### src/rtl/coproc_job_scheduler.sv
// Round-robin job scheduler in front of a single shared coprocessor.
// Two requesters, one job in flight, responses carry OK / TIMEOUT / ILLEGAL_OP.
module coproc_job_scheduler #(
    parameter int unsigned TIMEOUT_CYCLES = 1024
) (
    input  logic       clk,
    input  logic       reset,
    input  logic       req0_valid,
    input  logic [2:0] req0_op,
    input  logic [1:0] req0_size,
    output logic       req0_ready,
    input  logic       req1_valid,
    input  logic [2:0] req1_op,
    input  logic [1:0] req1_size,
    output logic       req1_ready,
    output logic       cop_start,
    output logic [2:0] cop_op_code,
    output logic [1:0] cop_matrix_size,
    input  logic       cop_done,
    output logic       resp_valid,
    output logic       resp_id,
    output logic [1:0] resp_status,
    input  logic       resp_ready,
    output logic       busy
);

    typedef enum logic [1:0] {S_IDLE, S_ISSUE, S_WAIT, S_RESPOND} state_t;

    localparam logic [1:0]  ST_OK      = 2'b00;
    localparam logic [1:0]  ST_TIMEOUT = 2'b01;
    localparam logic [1:0]  ST_ILLEGAL = 2'b10;
    localparam logic [2:0]  OP_ILLEGAL = 3'b111;
    localparam logic [15:0] TERM_CNT   = 16'(TIMEOUT_CYCLES - 1);

    state_t      state_q, state_d;
    logic [15:0] cnt_q, cnt_d;
    logic        last_q, last_d;
    logic        id_q, id_d;
    logic [1:0]  status_q, status_d;
    logic [2:0]  op_q, op_d;
    logic [1:0]  size_q, size_d;

    logic       grant0, grant1;
    logic [2:0] sel_op;
    logic [1:0] sel_size;

    // Grant is qualified by reset so ready reads 0 while reset is held.
    always_comb begin
        grant0 = 1'b0;
        grant1 = 1'b0;
        if (state_q == S_IDLE && !reset) begin
            if (req0_valid && req1_valid) begin
                grant0 = last_q;
                grant1 = !last_q;
            end else begin
                grant0 = req0_valid;
                grant1 = req1_valid;
            end
        end
        sel_op   = grant1 ? req1_op   : req0_op;
        sel_size = grant1 ? req1_size : req0_size;
    end

    always_comb begin
        state_d  = state_q;
        cnt_d    = cnt_q;
        last_d   = last_q;
        id_d     = id_q;
        status_d = status_q;
        op_d     = op_q;
        size_d   = size_q;
        case (state_q)
            S_IDLE: begin
                if (grant0 || grant1) begin
                    id_d   = grant1;
                    last_d = grant1;
                    // Illegal ops never reach the coprocessor, so its inputs keep their last job.
                    if (sel_op == OP_ILLEGAL) begin
                        status_d = ST_ILLEGAL;
                        state_d  = S_RESPOND;
                    end else begin
                        op_d    = sel_op;
                        size_d  = sel_size;
                        state_d = S_ISSUE;
                    end
                end
            end
            S_ISSUE: begin
                cnt_d   = '0;
                state_d = S_WAIT;
            end
            S_WAIT: begin
                if (cop_done) begin
                    status_d = ST_OK;
                    state_d  = S_RESPOND;
                end else if (cnt_q == TERM_CNT) begin
                    status_d = ST_TIMEOUT;
                    state_d  = S_RESPOND;
                end else begin
                    cnt_d = cnt_q + 16'd1;
                end
            end
            S_RESPOND: begin
                if (resp_ready) state_d = S_IDLE;
            end
            default: state_d = S_IDLE;
        endcase
    end

    always_ff @(posedge clk or posedge reset) begin
        if (reset) begin
            state_q  <= S_IDLE;
            cnt_q    <= '0;
            last_q   <= 1'b1;
            id_q     <= 1'b0;
            status_q <= ST_OK;
            op_q     <= '0;
            size_q   <= '0;
        end else begin
            state_q  <= state_d;
            cnt_q    <= cnt_d;
            last_q   <= last_d;
            id_q     <= id_d;
            status_q <= status_d;
            op_q     <= op_d;
            size_q   <= size_d;
        end
    end

    assign req0_ready      = grant0;
    assign req1_ready      = grant1;
    assign cop_start       = (state_q == S_ISSUE);
    assign cop_op_code     = op_q;
    assign cop_matrix_size = size_q;
    assign resp_valid      = (state_q == S_RESPOND);
    assign resp_id         = id_q;
    assign resp_status     = status_q;
    assign busy            = (state_q != S_IDLE);

endmodule

### config.mk
export PLATFORM = sky130hd
export DESIGN_NAME = coproc_job_scheduler
export DESIGN_NICKNAME = d
export VERILOG_FILES = /design/src/rtl/coproc_job_scheduler.sv
export SDC_FILE = /design/constraint.sdc
export NUM_CORES = 1
export LEC_CHECK = 0
export CAP_MARGIN = 40
export CORE_ASPECT_RATIO = 0.6
export CORE_UTILIZATION = 53
export DETAILED_ROUTE_END_ITERATION = 16
export GPL_TIMING_DRIVEN = 0
export PLACE_DENSITY_LB_ADDON = 0.2
export SETUP_SLACK_MARGIN = 0.02
export SYNTH_ARGS = -nofsm -noshare
export SYNTH_HDL_FRONTEND = slang
export SYNTH_SLANG_ARGS = --single-unit
### constraint.sdc
create_clock -name clk -period 2.52 [get_ports clk]
set_input_delay 0.378 -clock clk [delete_from_list [all_inputs] [get_ports clk]]
set_output_delay 0.378 -clock clk [all_outputs]
set_load 0.02 [all_outputs]
==> results.md, run 1 <==
- Maximum clock insertion buffer count: 2
- Antenna diode count: 0
- Total standard cell area after synthesis: around 0.0018 mm^2
- Final #Nets: 240
- Worst Hold Class: input pin to async pin
- RSZ-0062 raised after global routing: no
- Number of global-route vias before repair: approximately 1500
- Run status: finished, final reports clean
- Wire length of the first global-routing pass: 7730 um
- Pins over their slew limit: 0
- Critical path endpoint category: primary output
- Routed wirelength normalized by instance count: 18.9 um
- Initial core utilization: 58.5%
- Number of sinks on the clock net: 27
- Pin count of the biggest net entering global routing: 21
- Post-layout min period: 2.38 ns
- CTS tree: built
- Syn-to-layout area delta: 23.1%
- Worst Setup Path Type: flop to primary output
- Worst-path fanout max: 7
- Yosys reg bits: 27
- Number of buffer cells added on primary ports: 27
- Cells resized by post-CTS repair: 5
- Post-Synthesis Net Count: 207
- Sequential element share of the synthesized area: 38.3%
- Top-level I/O count: 29
- Transition at the pin with the smallest max-transition slack: between 0.5 and 0.6 ns
- Remaining antenna violation count: 0
- # H-tree levels: 1
- Width of the chip: around 77 um
- Fraction of layout cells with a size suffix above 1: 15.2%
- Peak supply drop: 0.573 mV
- Post-Route Skew: 0.00317 ns
- Netlist cell types: 52
- Number of detailed-route iterations in the first pass: 4
- Antenna violations before repair: 0
- Routed wire length: 4890 um
- Final worst path period share: 94.3%
- Chip Height: about 47 um
- Placer Congestion: 0.922
- Max-Cap Viols: 0
- Clock-pin transition on the worst setup and hold timing paths: about 0.10 ns
- Area post-placement: 0.00212 mm^2
- Required arrival time at the worst endpoint: between 2 and 2.5 ns
- Total routing resource utilization after global routing: between 20% and 30%
- CTS Hold Buffers Added: 0
- Reg area: 677 um^2
- Leakage power total: about 0.96 nW
- Crit path arrival time: about 2.0 ns
- Via total after detailed routing: 1701
- DRC viols: 0
- Post-synthesis area per instance: 9.56 um^2
- Area used by multi-input combinational logic: 0.00104 mm^2
- Total non-filler cell area in the finished layout: between 0.002 and 0.0025 mm^2
- Final hold violations: 0
- Overall power after layout: 1.92 mW
- Starting DRC count in detailed routing: 176
- Synthesized instance count: 185
- Post CTS Setup Buffer Count: 0
- Share of flip-flops with an asynchronous set or reset after synthesis: 100%
- Tightest slew margin relative to the limit: 61.5%
- Post-detailed-route via-to-cell ratio: 6.57
- Count of standard-cell rows: 15
- Detail Placement HPWL: about 3700 um
- Max Clock Freq: roughly 420 MHz
- Post-route setup TNS: 0 ns
- Warning count from the yosys run: 0
- Sort of element at the start of the critical path: flop
- Clock latency of the later-clocked register in the worst-skew pair: around 0.28 ns
- Fill cell instance count of the final layout: between 200 and 250
- Global-route congestion overflow total: 0
- Total CTS buffers: 3
- Worst setup slack for register-to-register paths: approximately 0.25 ns
- Total Die Area: 0.00358 mm^2
- Core outline area: about 0.003 mm^2
- Clock Tree Root: clkbuf_8
- Most instantiated flip-flop cell in the synthesis netlist: dfrtp_1
- Power density of the placed cells: 882 mW/mm^2
- Total setup violations reported at the end of the flow: 0
- Post-synth EDFFs: 0
[kinds of logic after synthesis]
logic type                 Yosys count  share of synthesized area (%)
muxes                               14                           8.78
and+or+nand+nor                     74                           24.0
DFF                                 27                           38.3
buffers and inverters               17                           3.82
AOI/OAI and AO/OA                   47                           20.9
adders and majority gates            6                           4.25
[cell usage after synthesis, drive strengths merged, types with 4 or more instances]
master	count	area, um^2
a21oi	7	35.0
and3	5	32.5
clkbuf	4	15.0
dfrtp	26	651
ha	6	75.1
inv	10	37.5
mux2	12	135
nand2	14	52.6
nand3	4	32.5
nand4	10	62.6
nor2	13	48.8
nor3	7	35.0
nor4	5	37.5
o21ai	6	30.0
[worst max-delay path, stage by stage, from the launching register on]
cell	delay [ns]
dfrtp_1	0.43
inv_1	0.13
ha_1	0.27
nor2b_4	0.24
nand3_2	0.21
inv_1	0.10
dlygate4sd2_1	0.34
[layout make-up]
class,instances,area share (%)
multi-input cells,141,47.6
plain buffers,7,1.38
well taps,42,2.41
clock buffers,3,1.90
inverters,10,1.72
flip-flops and latches,27,31.1
clock inverters,1,0.345
repair buffers,28,13.6
[worst paths after layout]
kind	start	endpoint	depth (start not counted)
max in group asynchronous	reset	cnt_q[3]	3
min in group clk	cop_op_code[1]	cop_op_code[1]	1
worst min register to register	cop_op_code[1]	cop_op_code[1]	1
worst min-delay path	reset	resp_id	2
worst max-delay path	state_q[0]	req1_ready	6
worst max register to register	state_q[0]	cnt_q[11]	7
[power breakdown]
group          switching, mW  total (mW)  internal (mW)  leakage (nW)
registers             0.0872       0.623          0.535         0.355
logic                  0.620        1.04          0.416         0.580
clock network          0.150       0.262          0.113        0.0217
[sequential cells by signal, summed over array words and instances (netlist names)]
register and cells:
state_q 2, resp_status 2, cop_matrix_size 2, last_q 1, resp_id 1, cop_op_code 3, cnt_q 16
[metal layers]
metal	vias up	GRT usage (%)	share of wire [%]
met4	0	9.62	0.68
met3	6	7.96	7.3
met2	75	51.2	48
li1	780	-	-
met1	840	37.1	44
met5	-	0	0
[cell usage in the layout (no fill, tap or decap), drive strengths merged, types with 4 or more instances in the layout]
master	instances
a21oi	7
and3	5
buf	4
clkbuf	7
clkdlybuf4s50	25
dfrtp	26
ha	6
inv	10
mux2	12
nand2	14
nand3	4
nand4	10
nor2	13
nor3	7
nor4	5
o21ai	6
[stage by stage]
stage | std cells | setup WS, ns | utilization, % | hold WS (ns)
after floorplan | 185 | 0.547 | - | 0.430
after global placement | 254 | 0.00640 | 69.2 | 0.492
after detailed placement | 255 | -0.101 | 70.1 | 0.503
after CTS | 259 | 0.155 | 72.0 | 0.518
after global routing | 259 | 0.0341 | 72.0 | 0.537
final | 259 | 0.144 | 72.0 | 0.520
Power figures use the tool's default switching activity.
==> run 2: changes to the inputs <==
--- a/config.mk
+++ b/config.mk
@@ -11,6 +11,7 @@
 export DETAILED_ROUTE_END_ITERATION = 16
 export GPL_TIMING_DRIVEN = 0
 export PLACE_DENSITY_LB_ADDON = 0.2
+export RECOVER_POWER = 50
 export SETUP_SLACK_MARGIN = 0.02
 export SYNTH_ARGS = -nofsm -noshare
 export SYNTH_HDL_FRONTEND = slang
==> run 2 against run 1 <==
Worst setup slack got worse by 0.0071 ns. Clock power about the same. Clock skew decreased by 0.0018 ns. Hold slack got worse by 0.0057 ns. Sequential share of layout area increased by 0.34 points. Non-clock buffer count unchanged. Largest cell class unchanged. Largest power group unchanged. Highest routed layer unchanged.
==> results.md, run 2 (synthesized netlist as in run 1, its figures left out) <==
- Run status: finished, final reports clean
- Total routing resource utilization after global routing: slightly below 30%
- Detail Placement HPWL: 3730 um
- Tightest slew margin relative to the limit: 24.2%
- Internal power: 1.05 mW
- Worst Setup Path Type: flop to primary output
- Wire length of the first global-routing pass: 7730 um
- Antenna violations before repair: 0
- Post-Route Skew: 0.00137 ns
- Placer Congestion: 0.922
- Most common cell type on the critical path: inv_1
- Clock Tree Root: clkbuf_8
- Final worst path period share: 94.6%
- Number of buffer cells added on primary ports: 27
- Max-Cap Viols: 0
- Maximum clock insertion buffer count: 2
- Worst slack at placement: -0.101 ns
- Max Clock Freq: 420 MHz
- Final hold violations: 0
- Startpoint of the lowest-slack hold path: cop_op_code[1]
- Met1 track demand over resource in global routing: 37.1%
- Most frequent cells in the layout: dfrtp_1, clkdlybuf4s50_1, nand2_1, nor2_1, mux2_2
- Power density of the placed cells: 883 mW/mm^2
- Initial core utilization: 58.5%
- Crit path arrival time: between 2 and 2.5 ns
- Remaining antenna violation count: 0
- Number of placed instances with taps included: approximately 260
- Required arrival time at the worst endpoint: 2.14 ns
- Count of standard-cell rows: 15
- Clock Power Share: 13.7%
- Critical path, cell by cell: inv_1 > ha_1 > nor2b_4 > nand3_2 > inv_1 > dlygate4sd2_1
- Worst-path fanout max: 7
- Clock latency of the later-clocked register in the worst-skew pair: 0.28 ns
- Clock-pin transition on the worst setup and hold timing paths: 0.10 ns
- Top-level I/O count: 29
- Fraction of layout cells with a size suffix above 1: around 15%
- Worst Hold Class: flop to flop
- Category of cells accounting for the largest share of critical-path delay: buffers and inverters
- Leakage power total: 0.947 nW
- Starting DRC count in detailed routing: roughly 180
- Post-layout min period: 2.38 ns
- Met2 GRT Util: 51.2%
- Core outline area: 0.00302 mm^2
- CTS tree: built
- Most Crowded Layer GR: met2
- Post CTS Setup Buffer Count: 0
- Chip Height: 46.7 um
- Critical path endpoint category: primary output
- Peak supply drop: 0.556 mV
- Worst setup slack for register-to-register paths: between 0.2 and 0.25 ns
- Non-filler cells in the finished layout: 259
- Startpoint of the worst register-to-register path: state_q[0]
- Sort of element at the start of the critical path: flop
- Number of global-route vias before repair: 1503
- Syn-to-layout area delta: 21.8%
- Total setup violations reported at the end of the flow: 0
- End of the worst register-to-register path: cnt_q[11]
- FF-to-FF path depth: 7
- Width of the chip: 76.6 um
- Global-route congestion overflow total: 0
- Post-route setup TNS: 0 ns
- End point of the worst hold path: cop_op_code[1]
- Hold Path Depth: 1
- Number of detailed-route iterations in the first pass: 5
- Via total after detailed routing: ~1700
- Post-detailed-route via-to-cell ratio: 6.63
- DRC viols: 0
- Overall power after layout: around 1.9 mW
- Post-route worst setup slack: 0.137 ns
- Total CTS buffers: 3
- Proportion of power drawn by flip-flops and latches: 32.7%
- Peak per-stage delay on the critical path: 0.44 ns
- Pin count of the biggest net entering global routing: 21
- Critical path buffers and inverters: 3
- Pins over their slew limit: 0
- # H-tree levels: 1
- Fill cell instance count of the final layout: between 200 and 250
- Net switching power figure: around 0.85 mW
- RSZ-0062 raised after global routing: no
- Routed wirelength normalized by instance count: ~19 um
- Final #Nets: 240
- Number of sinks on the clock net: 27
- Net switching fraction of the power: 44.9%
- Routed wire length: 4890 um
- Leading cell type in the layout, fill and taps excluded: dfrtp_1
- Largest register FFs: 16
- Worst-path cell with the longest stage delay: dfrtp_1
- Register with the most flip-flops: cnt_q
- Transition at the pin with the smallest max-transition slack: between 1 and 1.5 ns
- Total Die Area: 0.00358 mm^2
- Antenna diode count: 0
- Share of total power in combinational logic: 53.6%
- Grt met3 use: under 10%
[run 2: changes by cell type in the layout (fill, tap and decap cells not counted)]
cell,before,now
clkdlybuf4s50_1,25,20
dlygate4sd3_1,0,5
buf_16,1,0
clkbuf_1,4,5
[run 2: worst max-delay path by stage]
stage               startpoint    endpoint  slack [ns]  depth (start not counted)
finish              state_q[0]  req1_ready        0.14                          6
global route        state_q[0]  req1_ready        0.03                          6
CTS                 state_q[0]  req1_ready        0.15                          6
detailed placement       reset  req1_ready       -0.10                          5
global placement         reset  req1_ready       0.006                          5
floorplan           state_q[0]   cnt_q[11]        0.55                          7
[run 2: metal layers]
metal	wire length, um	up-vias	part of all wire [%]
met5	0	-	0
met4	46	0	0.94
met3	394	10	8.1
met2	2360	93	48
met1	2090	837	43
li1	-	777	-
[run 2: timing repair]
action | in CTS | in global routing
setup endpoints to repair | 2 | 0
resized for setup | 5 | 0
hold buffers | 0 | 0
[run 2: layout make-up]
class	count	area, um^2	share of cell area, %
plain buffers	7	30.0	1.39
clock buffers	3	41.3	1.92
clock inverters	1	7.51	0.349
inverters	10	37.5	1.74
multi-input cells	141	1040	48.1
flip-flops and latches	27	677	31.4
well taps	42	52.6	2.44
repair buffers	28	272	12.6
[run 2: through the flow]
step	util, %	hold slack (ns)	instance area (um^2)
floorplan	-	0.430	1770
global placement	69.2	0.492	2090
detailed placement	70.1	0.503	2120
CTS	72.0	0.518	2180
global route	71.3	0.532	2150
finish	71.3	0.515	2150
[run 2: power by group through the flow]
| stage | clock network [mW] | registers (mW) | logic, mW |
|---|---|---|---|
| floorplan | 0 | 0.682 | 0.556 |
| global route | 0.277 | 0.635 | 1.09 |
| detailed placement | 0 | 0.628 | 1.02 |
| CTS | 0.262 | 0.620 | 1.03 |
| finish | 0.260 | 0.621 | 1.02 |
| global placement | 0 | 0.613 | 0.953 |
